==> config.mk <==
export PLATFORM = sky130hd
export DESIGN_NAME = read_data_channel_mux
export DESIGN_NICKNAME = d
export VERILOG_FILES = /design/src/rtl/read_data_channel_mux.sv
export SDC_FILE = /design/constraint.sdc
export NUM_CORES = 1
export LEC_CHECK = 0
export ABC_AREA = 0
export BUFFER_PORTS_ARGS = -buffer_cell sky130_fd_sc_hd__buf_2
export CAP_MARGIN = 0
export CORE_AREA = 2 2 89 91
export CTS_BUF_LIST = sky130_fd_sc_hd__clkbuf_16
export CTS_CLUSTER_SIZE = 10
export DETAILED_ROUTE_END_ITERATION = 10
export DIE_AREA = 0 0 91 93
export PLACE_DENSITY = 0.61
export SLEW_MARGIN = 20
export SYNTH_ARGS = -nofsm -noshare
export SYNTH_HDL_FRONTEND = slang
export SYNTH_SLANG_ARGS = --single-unit
==> constraint.sdc <==
create_clock -name ACLK -period 2.1 [get_ports ACLK]
set_input_delay 0 -clock ACLK [delete_from_list [all_inputs] [get_ports ACLK]]
set_output_delay 0 -clock ACLK [all_outputs]
set_load 0.02 [all_outputs]
==> src/rtl/read_data_channel_mux.sv <==
// AXI read-data channel mux: routes one granted slave R channel (of four) to the master named by its RID.
// Define RR_ARB_EN for round-robin arbitration; the default build uses fixed priority (slave 0 highest).
module read_data_channel_mux #(
    parameter int Num_OF_Masters  = 2,
    parameter int Masters_ID_Size = $clog2(Num_OF_Masters),
    parameter int Data_width      = 32,
    parameter int Num_Of_Slaves   = 4
) (
    input  logic                       ACLK,
    input  logic                       ARESETN,
    input  logic [Data_width-1:0]      S0_AXI_rdata,
    input  logic [Masters_ID_Size-1:0] S0_AXI_rid,
    input  logic [1:0]                 S0_AXI_rresp,
    input  logic                       S0_AXI_rlast,
    input  logic                       S0_AXI_rvalid,
    output logic                       S0_AXI_rready,
    input  logic [Data_width-1:0]      S1_AXI_rdata,
    input  logic [Masters_ID_Size-1:0] S1_AXI_rid,
    input  logic [1:0]                 S1_AXI_rresp,
    input  logic                       S1_AXI_rlast,
    input  logic                       S1_AXI_rvalid,
    output logic                       S1_AXI_rready,
    input  logic [Data_width-1:0]      S2_AXI_rdata,
    input  logic [Masters_ID_Size-1:0] S2_AXI_rid,
    input  logic [1:0]                 S2_AXI_rresp,
    input  logic                       S2_AXI_rlast,
    input  logic                       S2_AXI_rvalid,
    output logic                       S2_AXI_rready,
    input  logic [Data_width-1:0]      S3_AXI_rdata,
    input  logic [Masters_ID_Size-1:0] S3_AXI_rid,
    input  logic [1:0]                 S3_AXI_rresp,
    input  logic                       S3_AXI_rlast,
    input  logic                       S3_AXI_rvalid,
    output logic                       S3_AXI_rready,
    output logic [Data_width-1:0]      M0_AXI_rdata,
    output logic [1:0]                 M0_AXI_rresp,
    output logic                       M0_AXI_rlast,
    output logic                       M0_AXI_rvalid,
    input  logic                       M0_AXI_rready,
    output logic [Data_width-1:0]      M1_AXI_rdata,
    output logic [1:0]                 M1_AXI_rresp,
    output logic                       M1_AXI_rlast,
    output logic                       M1_AXI_rvalid,
    input  logic                       M1_AXI_rready,
    output logic                       Busy,
    output logic [1:0]                 Granted_Slave
);

    typedef enum logic {IDLE, BURST} state_t;

    state_t                     r_state;
    logic [1:0]                 r_grant;
    logic [Masters_ID_Size-1:0] r_rid;
`ifdef RR_ARB_EN
    logic [1:0]                 r_ptr;
`endif

    logic [Data_width-1:0]      w_rdata [4];
    logic [Masters_ID_Size-1:0] w_rid   [4];
    logic [1:0]                 w_rresp [4];
    logic [3:0]                 w_rvalid;
    logic [3:0]                 w_rlast;
    logic [1:0]                 w_sel;
    logic                       w_busy;
    logic                       w_to_m1;
    logic                       w_m0;
    logic                       w_m1;
    logic                       w_rready_routed;
    logic                       w_xfer;

    assign w_rdata  = '{S0_AXI_rdata, S1_AXI_rdata, S2_AXI_rdata, S3_AXI_rdata};
    assign w_rid    = '{S0_AXI_rid, S1_AXI_rid, S2_AXI_rid, S3_AXI_rid};
    assign w_rresp  = '{S0_AXI_rresp, S1_AXI_rresp, S2_AXI_rresp, S3_AXI_rresp};
    assign w_rvalid = {S3_AXI_rvalid, S2_AXI_rvalid, S1_AXI_rvalid, S0_AXI_rvalid};
    assign w_rlast  = {S3_AXI_rlast, S2_AXI_rlast, S1_AXI_rlast, S0_AXI_rlast};

    // Scan from the farthest candidate down so the nearest requester is the last (winning) assignment.
    // NOTE: every always_comb output gets a default first so no path leaves it unassigned (no latch).
    always_comb begin
`ifdef RR_ARB_EN
        w_sel = r_ptr;
        for (int k = Num_Of_Slaves - 1; k >= 0; k--) begin
            if (w_rvalid[r_ptr + 2'(k)]) w_sel = r_ptr + 2'(k);
        end
`else
        w_sel = 2'd0;
        for (int k = Num_Of_Slaves - 1; k >= 0; k--) begin
            if (w_rvalid[k]) w_sel = 2'(k);
        end
`endif
    end

    // Out-of-range RIDs fall through to master 0.
    assign w_busy          = (r_state == BURST);
    assign w_to_m1         = (Num_OF_Masters > 1) && (r_rid == Masters_ID_Size'(1));
    assign w_m0            = w_busy && !w_to_m1;
    assign w_m1            = w_busy && w_to_m1;
    assign w_rready_routed = w_to_m1 ? M1_AXI_rready : M0_AXI_rready;
    assign w_xfer          = w_busy && w_rvalid[r_grant] && w_rready_routed;

    assign M0_AXI_rvalid = w_m0 && w_rvalid[r_grant];
    assign M0_AXI_rlast  = w_m0 && w_rlast[r_grant];
    assign M0_AXI_rdata  = w_m0 ? w_rdata[r_grant] : '0;
    assign M0_AXI_rresp  = w_m0 ? w_rresp[r_grant] : 2'b00;
    assign M1_AXI_rvalid = w_m1 && w_rvalid[r_grant];
    assign M1_AXI_rlast  = w_m1 && w_rlast[r_grant];
    assign M1_AXI_rdata  = w_m1 ? w_rdata[r_grant] : '0;
    assign M1_AXI_rresp  = w_m1 ? w_rresp[r_grant] : 2'b00;

    assign S0_AXI_rready = w_busy && (r_grant == 2'd0) && w_rready_routed;
    assign S1_AXI_rready = w_busy && (r_grant == 2'd1) && w_rready_routed;
    assign S2_AXI_rready = w_busy && (r_grant == 2'd2) && w_rready_routed;
    assign S3_AXI_rready = w_busy && (r_grant == 2'd3) && w_rready_routed;

    assign Busy          = w_busy;
    assign Granted_Slave = r_grant;

    // NOTE: state registers use non-blocking assignments so every flop samples pre-edge values.
    always_ff @(posedge ACLK or negedge ARESETN) begin
        if (!ARESETN) begin
            r_state <= IDLE;
            r_grant <= 2'd0;
            r_rid   <= '0;
`ifdef RR_ARB_EN
            r_ptr   <= 2'd0;
`endif
        end else begin
            case (r_state)
                IDLE: begin
                    if (|w_rvalid) begin
                        r_grant <= w_sel;
                        r_rid   <= w_rid[w_sel];
                        r_state <= BURST;
                    end
                end
                BURST: begin
                    if (w_xfer && w_rlast[r_grant]) begin
                        r_state <= IDLE;
`ifdef RR_ARB_EN
                        r_ptr   <= r_grant + 2'd1;
`endif
                    end
                end
                default: r_state <= IDLE;
            endcase
        end
    end

endmodule

# Yosys cells after proc, flatten, opt, wreduce, memory -nomap -nowiden

Cells that the tools add are included.

Order comparisons: 3
Eq/ne operators: 3
Multiplexer cells: 25
Bitwise logic cells: 3
Reduce and logical (&&, ||, !) cells: 21

Operators by type and width:

| operator           | number |
|---|---|
| $mux 32            | 4 |
| $bmux 32 s2        | 1 |
| $logic_and 1x1->1  | 17 |
| $mux 2             | 8 |
| $mux 1             | 7 |
| $bmux 1 s2         | 3 |
| $ge 3x3->1 const B | 2 |
| $not 2->3          | 2 |
| $bmux 2 s2         | 1 |
| $eq 2x2->1 const B | 2 |
| $reduce_or 4->1    | 1 |
| $lt 2x3->1 const B | 1 |
| $eq 2x1->1 const B | 1 |
| $logic_not 2->1    | 1 |
| $pmux 1 s2         | 1 |
| $reduce_and 2->1   | 1 |
| $logic_not 1->1    | 1 |
| $not 1->1          | 1 |

Register bits: 4
Output and inout port bits: 79

# Logic depth before layout (Yosys ltp)

Depth in word-level cells: 8
Mapped depth: 4

# Worst setup path after synthesis

Ideal clock, no wire load.

Path type: register to output
From: reg r_grant[0], in the netlist Granted_Slave[0]
To: out M1_AXI_rlast
Data arrival time: 1,547 ps
Required time: 2,100 ps
Slack: 553 ps
Cell stages (with the launch flop): 5
Cell sequence: dfrtp_1 > buf_6 > buf_6 > mux4_2 > and3_1

Cells in the longest elaborated chain, start to end: 3

Ends and longest elaborated chain:

| what                         | RTL line | source |
|---|---|---|
| from (decl)                  | 52       | `logic [1:0] r_grant;` |
| from (signal assigned)       | 131      | `r_grant <= w_sel;` |
| $bmux 1 s2                   | 106      | `assign M1_AXI_rlast = w_m1 && w_rlast[r_grant];` |
| $mux 1 (not written as such) | 106      |  |
| $logic_and 1x1->1            | 106      |  |
| to (decl)                    | 42       | `output logic M1_AXI_rlast,` |

Every way passes these cells. The select of a mux whose other input is x is not followed.

# Final worst setup path

From: reg r_grant[0], in the netlist Granted_Slave[0]
To: out M1_AXI_rdata[15]

Cells in the longest elaborated chain, start to end: 5

Ends and longest elaborated chain:

| what                                        | RTL line | source |
|---|---|---|
| $not 2->3 (not written as such)             | 107      | `assign M1_AXI_rdata = w_m1 ? w_rdata[r_grant] : '0;` |
| $bmux 32 s2                                 | 107      |  |
| $mux 32 (not written as such) (2 in series) | 107      |  |
| $mux 32                                     | 107      |  |
| to (decl)                                   | 40       | `output logic [Data_width-1:0] M1_AXI_rdata,` |

Every way passes these cells. The select of a mux whose other input is x is not followed.

==> flow_metrics.tcl <==
set metrics [dict create \
    cpPeakStageDelay_ns 0.57 \
    setup_slack_ns 0.2943 \
    cts_max_level 1 \
    seq_area_um2 102.6 \
    syn_inst 161 \
    wl_um 7608 \
    setup_viol 0 \
    final_nets 535 \
    period_share_pct 85.99 \
    syn_avg_cell_area_um2 10.23 \
    vdd_drop_max_mv 0.7358 \
    cts_tree "done" \
    cts_hold_buf 1 \
    ctsResizeCount 0 \
    syn_nets 313 \
    grt_pass1_wl_um 11370 \
    ctsRootBufferMaster "clkbuf_16" \
    synth.most_common_cell "and2_1" \
    crit_type "reg2out" \
    post_cts.repair.setup_buffers 0 \
    yosysWarnings 0 \
    p_leak_nw 1.692 \
    die_area_um2 8463 \
    ys_seq_area_share_pct 6.074 \
    final_cells 484 \
    numCtsBuffers 3 \
    max_freq_ghz 0.5538 \
    die_h_um 93 \
    num_rows 32 \
    worst_pin_slew_ns 0.3948 \
    hp-class "in2async" \
    synth_seq_cells 4 \
    cts_sinks 4 \
    power_mw 4.794 \
    first_pass_iters 4 \
    ys_async_sr_fraction_pct 100.0 \
    power.density_nw_per_um2 1604 \
    viasPerCell 4.705 \
    drv_slew 0 \
    crit_chain "buf_12 > mux4_2 > and3_1 > buf_2" \
    finClkSkew_ns 0.0001194 \
    gr-usage-all-layers_pct 16.68 \
    yosys.area.top_type "mux4_2" \
    clk_latency_ns 0.23 \
    io_pins 231 \
    relSlewSlack_pct 73.68 \
    dpl.cell_count 479 \
    grt_start_max_net_pins 45 \
    critical_path.max_fanout 36 \
    port_buffers 230 \
    dp_hpwl_um 6212 \
    crit_family "multiplexers" \
    synthTopCellsByArea "mux4_2 49%, and2_1 14%, and3_1 14%, dfrtp_1 6.1%, buf_6 3.4%" \
    fillCellCount 808 \
    synthToLayoutAreaGrowth_pct 81.32 \
    antenna_found_initial 1 \
    yosys.area.top_type_share_pct 49.20 \
    wl_per_cell_um 15.72 \
    finalCriticalPeriod_ns 1.806 \
    ys_types 21 \
    synthTopCellsByCount "38 x and2_1, 37 x and3_1, 36 x mux4_2" \
    drive_gt1_share_pct 73.49 \
    whs_ns 0.1064 \
    ctsLongestPathBuffers 2 \
    multiInputGateArea_um2 1421 \
    gp_congestion 0.7661 \
    initial_core_util_pct 21.89 \
    synth-edff-count 0 \
    syn_area_um2 1648 \
    dieWidth_um 91 \
    synthFlopType "dfrtp_1" \
    placedInstanceArea_um2 2900 \
    gr-total-overflow 0 \
    grt_pass1_vias 2222 \
    critPathLaunchType "register" \
    arrival_ns 1.81 \
    finalHoldViolCount 0 \
    final.setup.tns_ns 0 \
    crit_buf_inv 2 \
    required_ns 2.10 \
    coreArea_um2 7527 \
    critPathCaptureType "output pin" \
    max_cap_viol_count 0 \
    drc 0 \
    dp_slack_ns 0.5207 \
    rsz0062_at_grt "no" \
    clkTransAtPathRegs_ns 0.03 \
    vias 2277 \
    slowest_stage "mux4_2" \
    fin_util_pct 39.69 \
    fin_area_um2 2988 \
    postRouteAntennaNets 0 \
    outcome "finished, final reports clean" \
    drtIter0Drc 69 \
]
## registers in the layout, indices dropped and copies added, names as in the netlist
name           cells
r_rid              1
Busy               1
Granted_Slave      2
## cell usage in the layout, fill, tap and decap left out
master         Yosys  layout
dlygate4sd3_1      0       1
nor3_1             1       1
a41oi_1            1       1
and2_1            38      38
diode_2            0       1
dfrtp_2            0       2
inv_1              2       2
nor2_1             7       6
nand2_1            1       1
nor3b_1            2       2
clkbuf_16          0       3
o22a_1             2       2
mux2_2             1       1
buf_12             0       3
a31oi_1            1       1
and3b_1            2       2
or4_1              1       1
buf_2              4     230
mux4_2            36      36
a21oi_1            3       3
nor2_2             0       1
o21ai_0            1       1
buf_4              0       4
and3_1            37      37
dfrtp_1            4       2
## metal layers
metal / up-vias / global-route usage [%] / wire, um
met5: - / 0 / 0
met4: 0 / 3.914 / 113
met3: 10 / 2.981 / 580
met2: 117 / 30.19 / 4014
met1: 1080 / 20.61 / 2899
li1: 1070 / - / -
## path summary, 6_finish.rpt
| kind | from | endpoint | slack [ns] | cells after the start |
|---|---|---|---|---|
| max in group asynchronous | ARESETN | Granted_Slave[0] | 1.86 | 2 |
| max | Granted_Slave[0] | M1_AXI_rdata[15] | 0.29 | 4 |
| min in group ACLK | S0_AXI_rid | r_rid | 0.17 | 3 |
| max reg2reg | Granted_Slave[0] | Busy | 0.63 | 3 |
| min reg2reg | Busy | r_rid | 0.62 | 2 |
| min | ARESETN | Granted_Slave[1] | 0.11 | 2 |
## cells by family after synthesis
logic type / count (synthesis) / share of synthesized area [%]
DFF: 4 / 6.075
AOI/OAI and AO/OA: 8 / 3.189
buffers and inverters: 23 / 7.821
muxes: 37 / 49.89
and+or+nand+nor: 89 / 33.03
## power by group
part	switching (mW)	internal (mW)
combinational	2.45	1.89
clock	0.0590	0.244
sequential	0.0339	0.119
## cell type report
cell class | instances | area share [%]
multi-input combinational | 134 | 47.57
timing repair buffer | 238 | 41.88
antenna | 1 | 0.08375
tap | 102 | 4.271
clock buffer | 3 | 2.513
sequential | 4 | 3.434
inverter | 2 | 0.2513
No activity file was read; power rests on OpenSTA's default activity.
